===== src/rtl/mem_bus_arbiter.sv =====
// mem_bus_arbiter
//   Registered N-port arbiter placing one per-core memory bus at a time onto
//   the shared memory bus. Round-robin (MODE 0) or fixed lowest-index
//   priority (MODE 1). A grant is held until mem_done, until the owner drops
//   its request (abort), or until the watchdog expires (TIMEOUT cycles).
//
// Ports
//   clk, reset                      clock, asynchronous active-high reset
//   port_addr/wdata/wmask           per-port bus fields, port i in slice i
//   port_wstrb/port_rstrb           per-port request levels
//   port_rdata                      mem_rdata passed to every port
//   port_done / port_err            per-port completion / timeout pulse
//   mem_addr/wdata/wmask/wstrb/rstrb shared bus, driven from granted port
//   mem_rdata, mem_done             shared bus response
//   granted                         registered one-hot grant (0 when idle)
module mem_bus_arbiter #(
  parameter int unsigned NUM_PORTS  = 2,
  parameter int unsigned ADDR_WIDTH = 32,
  parameter int unsigned MODE       = 0,
  parameter int unsigned TIMEOUT    = 256
) (
  input  logic                            clk,
  input  logic                            reset,
  input  logic [NUM_PORTS*ADDR_WIDTH-1:0] port_addr,
  input  logic [NUM_PORTS*32-1:0]         port_wdata,
  input  logic [NUM_PORTS*4-1:0]          port_wmask,
  input  logic [NUM_PORTS-1:0]            port_wstrb,
  input  logic [NUM_PORTS-1:0]            port_rstrb,
  output logic [31:0]                     port_rdata,
  output logic [NUM_PORTS-1:0]            port_done,
  output logic [NUM_PORTS-1:0]            port_err,
  output logic [ADDR_WIDTH-1:0]           mem_addr,
  output logic [31:0]                     mem_wdata,
  output logic [3:0]                      mem_wmask,
  output logic                            mem_wstrb,
  output logic                            mem_rstrb,
  input  logic [31:0]                     mem_rdata,
  input  logic                            mem_done,
  output logic [NUM_PORTS-1:0]            granted
);

  localparam int unsigned   PW       = (NUM_PORTS > 1) ? $clog2(NUM_PORTS) : 1;
  localparam int unsigned   CW       = (TIMEOUT > 1) ? $clog2(TIMEOUT) : 1;
  localparam logic [PW-1:0] PTR_LAST = PW'(NUM_PORTS - 1);
  localparam logic [CW-1:0] WD_LAST  = CW'((TIMEOUT > 0) ? TIMEOUT - 1 : 0);

  typedef enum logic {IDLE, BUSY} state_t;

  state_t               state_q, state_d;
  logic [NUM_PORTS-1:0] granted_q, granted_d;
  logic [PW-1:0]        ptr_q, ptr_d;
  logic [CW-1:0]        wdog_q, wdog_d;

  logic [NUM_PORTS-1:0] req;
  logic [NUM_PORTS-1:0] win_oh;
  logic [PW-1:0]        win_idx;
  logic [PW-1:0]        scan;
  logic                 found;
  logic                 owner_req;
  logic                 timeout;

  assign req        = port_rstrb | port_wstrb;
  assign owner_req  = |(req & granted_q);
  assign granted    = granted_q;
  assign port_rdata = mem_rdata;
  assign port_done  = mem_done ? granted_q : '0;
  assign port_err   = timeout ? granted_q : '0;

  // Winner selection. Round-robin walks upward from ptr+1 with wrap; the
  // scan index is stepped modulo NUM_PORTS so it never leaves the port range.
  always_comb begin
    win_idx = '0;
    win_oh  = '0;
    found   = 1'b0;
    scan    = ptr_q;
    if (MODE == 0) begin
      for (int unsigned k = 0; k < NUM_PORTS; k++) begin
        scan = (scan == PTR_LAST) ? '0 : scan + PW'(1);
        if (!found && req[scan]) begin
          found   = 1'b1;
          win_idx = scan;
        end
      end
    end else begin
      for (int unsigned i = 0; i < NUM_PORTS; i++) begin
        if (!found && req[i]) begin
          found   = 1'b1;
          win_idx = PW'(i);
        end
      end
    end
    win_oh[win_idx] = 1'b1;
  end

  // Bus mux: all-zero when nothing is granted.
  always_comb begin
    mem_addr  = '0;
    mem_wdata = '0;
    mem_wmask = '0;
    mem_wstrb = 1'b0;
    mem_rstrb = 1'b0;
    for (int unsigned i = 0; i < NUM_PORTS; i++) begin
      if (granted_q[i]) begin
        mem_addr  = port_addr[ADDR_WIDTH*i +: ADDR_WIDTH];
        mem_wdata = port_wdata[32*i +: 32];
        mem_wmask = port_wmask[4*i +: 4];
        mem_wstrb = port_wstrb[i];
        mem_rstrb = port_rstrb[i];
      end
    end
  end

  // Release priority in BUSY: mem_done, then abort, then watchdog expiry.
  always_comb begin
    state_d   = state_q;
    granted_d = granted_q;
    ptr_d     = ptr_q;
    wdog_d    = wdog_q;
    timeout   = 1'b0;
    unique case (state_q)
      IDLE: begin
        if (|req) begin
          state_d   = BUSY;
          granted_d = win_oh;
          ptr_d     = win_idx;
          wdog_d    = '0;
        end
      end
      BUSY: begin
        if (mem_done || !owner_req) begin
          state_d   = IDLE;
          granted_d = '0;
        end else if ((TIMEOUT != 0) && (wdog_q == WD_LAST)) begin
          timeout   = 1'b1;
          state_d   = IDLE;
          granted_d = '0;
        end else begin
          wdog_d = wdog_q + CW'(1);
        end
      end
      default: begin
        state_d   = IDLE;
        granted_d = '0;
      end
    endcase
  end

  always_ff @(posedge clk or posedge reset) begin
    if (reset) begin
      state_q   <= IDLE;
      granted_q <= '0;
      ptr_q     <= PTR_LAST;
      wdog_q    <= '0;
    end else begin
      state_q   <= state_d;
      granted_q <= granted_d;
      ptr_q     <= ptr_d;
      wdog_q    <= wdog_d;
    end
  end

endmodule


===== config.mk =====
export PLATFORM = sky130hd
export DESIGN_NAME = mem_bus_arbiter
export DESIGN_NICKNAME = d
export VERILOG_FILES = /design/src/rtl/mem_bus_arbiter.sv
export SDC_FILE = /design/constraint.sdc
export NUM_CORES = 1
export LEC_CHECK = 0
export ABC_AREA = 1
export CAP_MARGIN = 20
export CORE_AREA = 4 4 107 109
export CTS_BUF_LIST = sky130_fd_sc_hd__clkbuf_4
export CTS_CLUSTER_SIZE = 20
export DETAILED_ROUTE_END_ITERATION = 6
export DIE_AREA = 0 0 111 113
export PLACE_DENSITY_LB_ADDON = 0.08
export SYNTH_ARGS = -nofsm -noshare
export SYNTH_HDL_FRONTEND = slang
export SYNTH_SLANG_ARGS = --single-unit

===== constraint.sdc =====
create_clock -name clk -period 2 [get_ports clk]
set_clock_uncertainty 0.15 [all_clocks]
set_input_delay 0.6 -clock clk [delete_from_list [all_inputs] [get_ports clk]]
set_output_delay 0.6 -clock clk [all_outputs]
set_load 0.03 [all_outputs]

==> metrics, run 1 <==
clock-pin slew on the worst setup and hold paths=0.08 ns; routability cong.=0.825; Final Max Slew Viols=0; # setup viols final=73; RSZ-0062 raised after global routing=true; dpl cells=705; clk_lat worst skew=0.28 ns; pin count of the biggest net entering global routing=50; CP peak stage delay=0.45 ns; grt ovf=0; failing checks=setup timing; Tmin final=2.33 ns; Total GRT Usage=0.204; Final Non-Filler Cells=749; Switch Pwr=0.00483 W; CTS Buffer Depth=2; Ys Warns=0; mean area per synthesized cell=5.20 um^2; CP max FO=5; drt first pass iters=4; Hold/Removal Path Class=reg2reg; crit path cell chain=buf_12 > clkinv_8 > buf_12 > buf_16 > o22ai_2 > buf_6; IO Count=283; Seq/Total Area, Yosys=0.155; setup_tns=-18.29 ns; Final Hold Vio Count=0; Initial Util=0.183; MaxCap Viol Count=0; Syn Nets=549; root buffer cell=clkbuf_4; Critical Path RT=1.25 ns; routed len/inst=19.2 um; share of cells above drive strength 1=0.576; Die X=111 um; Mapped Area=1940 um^2; worst-margin pin slew=0.473 ns; number of synthesized register bits=12; Peak supply drop=964 uV; maximum clock rate=430 MHz; Sw Share=0.503; initial DRC count=127; Clock Power Share=0.017; core area=10600 um^2; most frequent cells in the layout=clkdlybuf4s50_1 (131), nand2_1 (66), buf_6 (62); row count=38; outcome=complete, but fails checks; slowest stage cell, crit path=dfrtp_2; H-tree Lvls=1; post-layout util=0.606; CP Capture Type=primary output; CTS sink cnt=12; combinational cell fraction of total power=0.942; DR DRC count=0; Arr. time, crit path=1.58 ns; Distinct cells, synth=25; Leak Pwr=2.94 nW; Vias=3405; fin worst setup slack=-0.327 ns; Post-DP Area=4480 um^2; Final Routed Wirelength=14400 um; Layout area overhead=231%; post-DR vias/cell=4.55; DP HPWL=9290 um; CTS Buf Count=3; Int Pwr=0.00477 W; Slew HR=0.684; die height=113 um; number of port buffers=218; most common cell after layout, fill and taps aside=clkdlybuf4s50_1; Final Instance Area=6420 um^2; Routed Antenna Nets=0; Setup Crit Path Kind=reg2out; CP dominant cell by count=buf_12; diode count=0; Nets=786; die area=12500 um^2; vias in the first global route=3427; crit share post-route=1.16; pre-CTS setup slack=-0.633 ns; pwr dens=1490 nW/um^2; CP Launch Type=flop; global-route wire length before repair=20300 um; Mapped Cells=373; CTS tree=yes; Seq pwr share=0.041; antenna violations before repair=0
-- per-stage QoR --
step                      hold WS [ns]  power [W]
final                            0.335    0.00960
after global routing             0.398     0.0100
after CTS                        0.337    0.00885
after detailed placement         0.324    0.00602
after global placement           0.332    0.00602
after floorplan                  0.303    0.00352
-- final timing paths --
check	startpoint	endpoint	slack, ns	depth (start not counted)
max	granted[1]$_DFFE_PP0P_	mem_wstrb	-0.33	6
min	ptr_q$_DFFE_PP1P_	ptr_q$_DFFE_PP1P_	0.34	2
max reg2reg	wdog_q[0]$_DFFE_PP0P_	wdog_q[6]$_DFFE_PP0P_	0.20	12
min reg2reg	ptr_q$_DFFE_PP1P_	ptr_q$_DFFE_PP1P_	0.34	2
max in group asynchronous	reset	granted[0]$_DFFE_PP0P_	0.88	2
min in group asynchronous	reset	wdog_q[7]$_DFFE_PP0P_	0.47	2
-- repair_timing --
action                                  CTS  global route
buffers inserted                         25            11
endpoints found under the setup margin   76            86
gates cloned                             14             4
pin swaps                                52            65
hold buffers                              0             0
gates resized for setup                 205           127
endpoints found under the hold margin     0             0
-- final cells by class --
cell class	instances	area (um^2)
fillers	895	4180
inverters	17	76.3
well taps	140	175
multi-input cells	288	2350
repair buffers	288	3490
clock buffers	3	22.5
flip-flops and latches	12	304
clock inverters	1	3.75
-- power by group through the flow --
stage / sequential, W / combinational, W / clock, W
floorplan: 0.000382 / 0.00314 / 0
global placement: 0.000389 / 0.00563 / 0
detailed placement: 0.000389 / 0.00563 / 0
CTS: 0.000386 / 0.00830 / 0.000167
global route: 0.000403 / 0.00944 / 0.000174
finish: 0.000392 / 0.00904 / 0.000161
-- critical path, delay by kind of cell (launching register included) --
kind	cells	cell delay, ns
compound gates	1	0.18
flops	1	0.45
buf+inv	5	0.66
-- layer usage --
layer  vias up  GRT usage  part of all wire  wire (um)
met4         0     0.0575             0.026        377
li1       1638          -                 -          -
met1      1611      0.225              0.37       5290
met3        27     0.0529             0.058        841
met5         -          0                 0          0
met2       129      0.386              0.55       7900
-- cells in the mapped netlist, drive strengths merged --
| cell type | number | area, um^2 |
|---|---|---|
| dfrtp | 11 | 275 |
| o21bai | 1 | 7.51 |
| o21a | 1 | 7.51 |
| o22ai | 2 | 12.5 |
| clkbuf | 12 | 45.0 |
| nand4 | 2 | 12.5 |
| nand2 | 179 | 674 |
| nor2 | 15 | 61.3 |
| inv | 17 | 63.8 |
| or2 | 1 | 6.26 |
| buf | 44 | 297 |
| nand3 | 80 | 405 |
| a21oi | 1 | 5.00 |
| dfstp | 1 | 26.3 |
| o21ai | 5 | 28.8 |
| ha | 1 | 12.5 |
-- cell families (layout without fill, tap and decap cells) --
group,after synthesis,after routing,synth area share
AO/OA/AOI/OAI,10,10,0.0316
adder cells (fa/ha/maj),1,1,0.00645
buffers and inverters,73,309,0.209
flip-flops,12,12,0.155
AND/OR/NAND/NOR,277,277,0.598
-- state kept, by name (all words and copies together) (netlist names) --
signal   cells
state_q      1
granted      2
ptr_q        1
wdog_q       8
Note: power is estimated with default switching activity, not from simulation.
==> run 2, diff against run 1 <==
- CTS_CLUSTER_DIAMETER: not set -> 120
- clock period: 2 -> 2.6 ns (I/O delays scaled with it)
==> run 2 against run 1 <==
  * The run now ends clean
  * Count of clock-buffer cells in the layout did not move
  * Total power fell by 55%
  * Flip-flop and latch count did not move
  * Combinational power fell by 57%
  * Cell count fell by 7.1%
  * First-iteration DRC count rose by 70%
  * Global-route usage fell by 4.6 points
  * Utilization fell by 22 points
  * Worst setup slack improved by 0.36 ns
  * Critical path depth rose by 2
  * Critical path type is now in2out
  * Largest cell class unchanged
==> metrics, run 2 (same netlist as run 1, synthesis figures left out) <==
global-route wire length before repair=15900 um; Arr. time, crit path=1.63 ns; routability cong.=0.864; Final Max Slew Viols=0; Setup Crit Path Kind=in2out; Die X=111 um; H-tree Lvls=1; die height=113 um; routed len/inst=15.9 um; die area=12500 um^2; CTS sink cnt=12; initial DRC count=216; Initial Util=0.183; register area=304 um^2; Nets=733; Vias=3006; Clock Power Share=0.029; clk_lat worst skew=0.28 ns; CTS Buf Count=3; combinational cell fraction of total power=0.899; Hold-fix buffers, CTS=0; Total GRT Usage=0.159; CP Launch Type=input pin; Sw Share=0.585; Routed Antenna Nets=0; Leak Pwr=2.08 nW; most common cell after layout, fill and taps aside=nand2_1; diode count=0; # fillers=1119; number of port buffers=218; RSZ-0062 raised after global routing=true; outcome=completed; DR DRC count=0; CP Capture Type=primary output; pin count of the biggest net entering global routing=64; setup_tns=0 ns; Final Hold Vio Count=0; max reg flops=8; Biggest register=wdog_q; Int Pwr=0.00178 W; maximum clock rate=390 MHz; multi-input logic area=1240 um^2; Layout area overhead=111%; CTS tree=yes; clock-pin slew on the worst setup and hold paths=0.08 ns; # setup viols final=0; Switch Pwr=0.00251 W; worst-margin pin slew=0.490 ns; drt first pass iters=4; most frequent cells in the layout=nand2_1 (176), clkdlybuf4s50_1 (139), nand3_1 (79); CTS Buffer Depth=2; DP HPWL=8840 um; Seq pwr share=0.072; Slew HR=0.673; post-DR vias/cell=4.32; Hold/Removal Path Class=reg2reg; Final Instance Area=4100 um^2; root buffer cell=clkbuf_4; grt ovf=0; Tmin final=2.56 ns; antenna violations before repair=1; Post-DP Area=4030 um^2; core area=10600 um^2; vias in the first global route=2697; IO Count=283; share of cells above drive strength 1=0.200; pwr dens=1040 nW/um^2; MaxCap Viol Count=0; Critical Path RT=1.67 ns; CP max FO=2; Peak supply drop=430 uV; crit share post-route=0.985; row count=38; Final Routed Wirelength=11100 um
-- run 2: cell count changes in the layout (fill, tap and decap cells not counted), moves of 5 or more --
cell / change
buf_12: -24
nand2_1: +110
inv_1: +5
nand3_4: -25
buf_4: +45
clkdlybuf4s50_1: +8
nand2_2: -58
nand2_4: -52
buf_6: -61
nand3_1: +67
nand3_2: -42
buf_16: -11
-- run 2: stage by stage --
stage	std cells	hold WS, ns	total power, W	setup slack, ns	utilization
2_1_floorplan	373	0.303	0.00249	0.107	-
3_3_place_gp	687	0.322	0.00414	-0.318	0.380
3_5_place_dp	687	0.319	0.00411	-0.381	0.380
4_1_cts	694	0.336	0.00427	0.00593	0.383
5_1_grt	696	0.364	0.00458	-0.0329	0.387
6_report	696	0.331	0.00428	0.0377	0.387
-- run 2: path summary, 6_finish.rpt --
kind | startpoint | end | slack [ns] | depth (start not counted)
min in group asynchronous | reset | wdog_q[4]$_DFFE_PP0P_ | 0.68 | 2
worst max register to register | state_q$_DFF_PP0_ | wdog_q[6]$_DFFE_PP0P_ | 0.80 | 9
worst max-delay path | port_wstrb[0] | port_err[1] | 0.04 | 8
max in group asynchronous | reset | granted[1]$_DFFE_PP0P_ | 1.27 | 2
worst min-delay path | ptr_q$_DFFE_PP1P_ | ptr_q$_DFFE_PP1P_ | 0.33 | 2
worst min register to register | ptr_q$_DFFE_PP1P_ | ptr_q$_DFFE_PP1P_ | 0.33 | 2
-- run 2: worst max-delay path, stage by stage --
cell and delay [ns]:
buf_2 0.08, inv_1 0.04, nand2_1 0.08, nand2_1 0.06
nand2_2 0.12, nand4_1 0.14, nor2_1 0.15, buf_4 0.18
-- run 2: metal layers --
metal / vias up / part of all wire / GRT usage
met1: 1337 / 0.41 / 0.192
met2: 146 / 0.50 / 0.275
met5: - / 0.0018 / 0
met4: 2 / 0.015 / 0.0296
met3: 12 / 0.079 / 0.0540
li1: 1509 / - / -
-- run 2: power groups by stage --
| stage | Sequential (W) | Clock (W) | Combinational, W |
|---|---|---|---|
| global placement | 0.000311 | 0 | 0.00383 |
| global route | 0.000323 | 0.000145 | 0.00411 |
| detailed placement | 0.000309 | 0 | 0.00381 |
| finish | 0.000309 | 0.000124 | 0.00385 |
| CTS | 0.000306 | 0.000132 | 0.00383 |
| floorplan | 0.000292 | 0 | 0.00220 |
-- run 2: final cells by class --
cell class | count | share of cell area
multi-input combinational | 288 | 0.303
clock inverter | 1 | 0.000915
timing repair buffer | 235 | 0.558
inverter | 17 | 0.0156
sequential | 12 | 0.0742
clock buffer | 3 | 0.00549
tap | 140 | 0.0427
-- run 2: timing repair --
action,CTS,global route
gates resized for setup,14,3
pin swaps,6,0
setup buffers,3,1
setup endpoints to repair,4,7
gates cloned,0,1
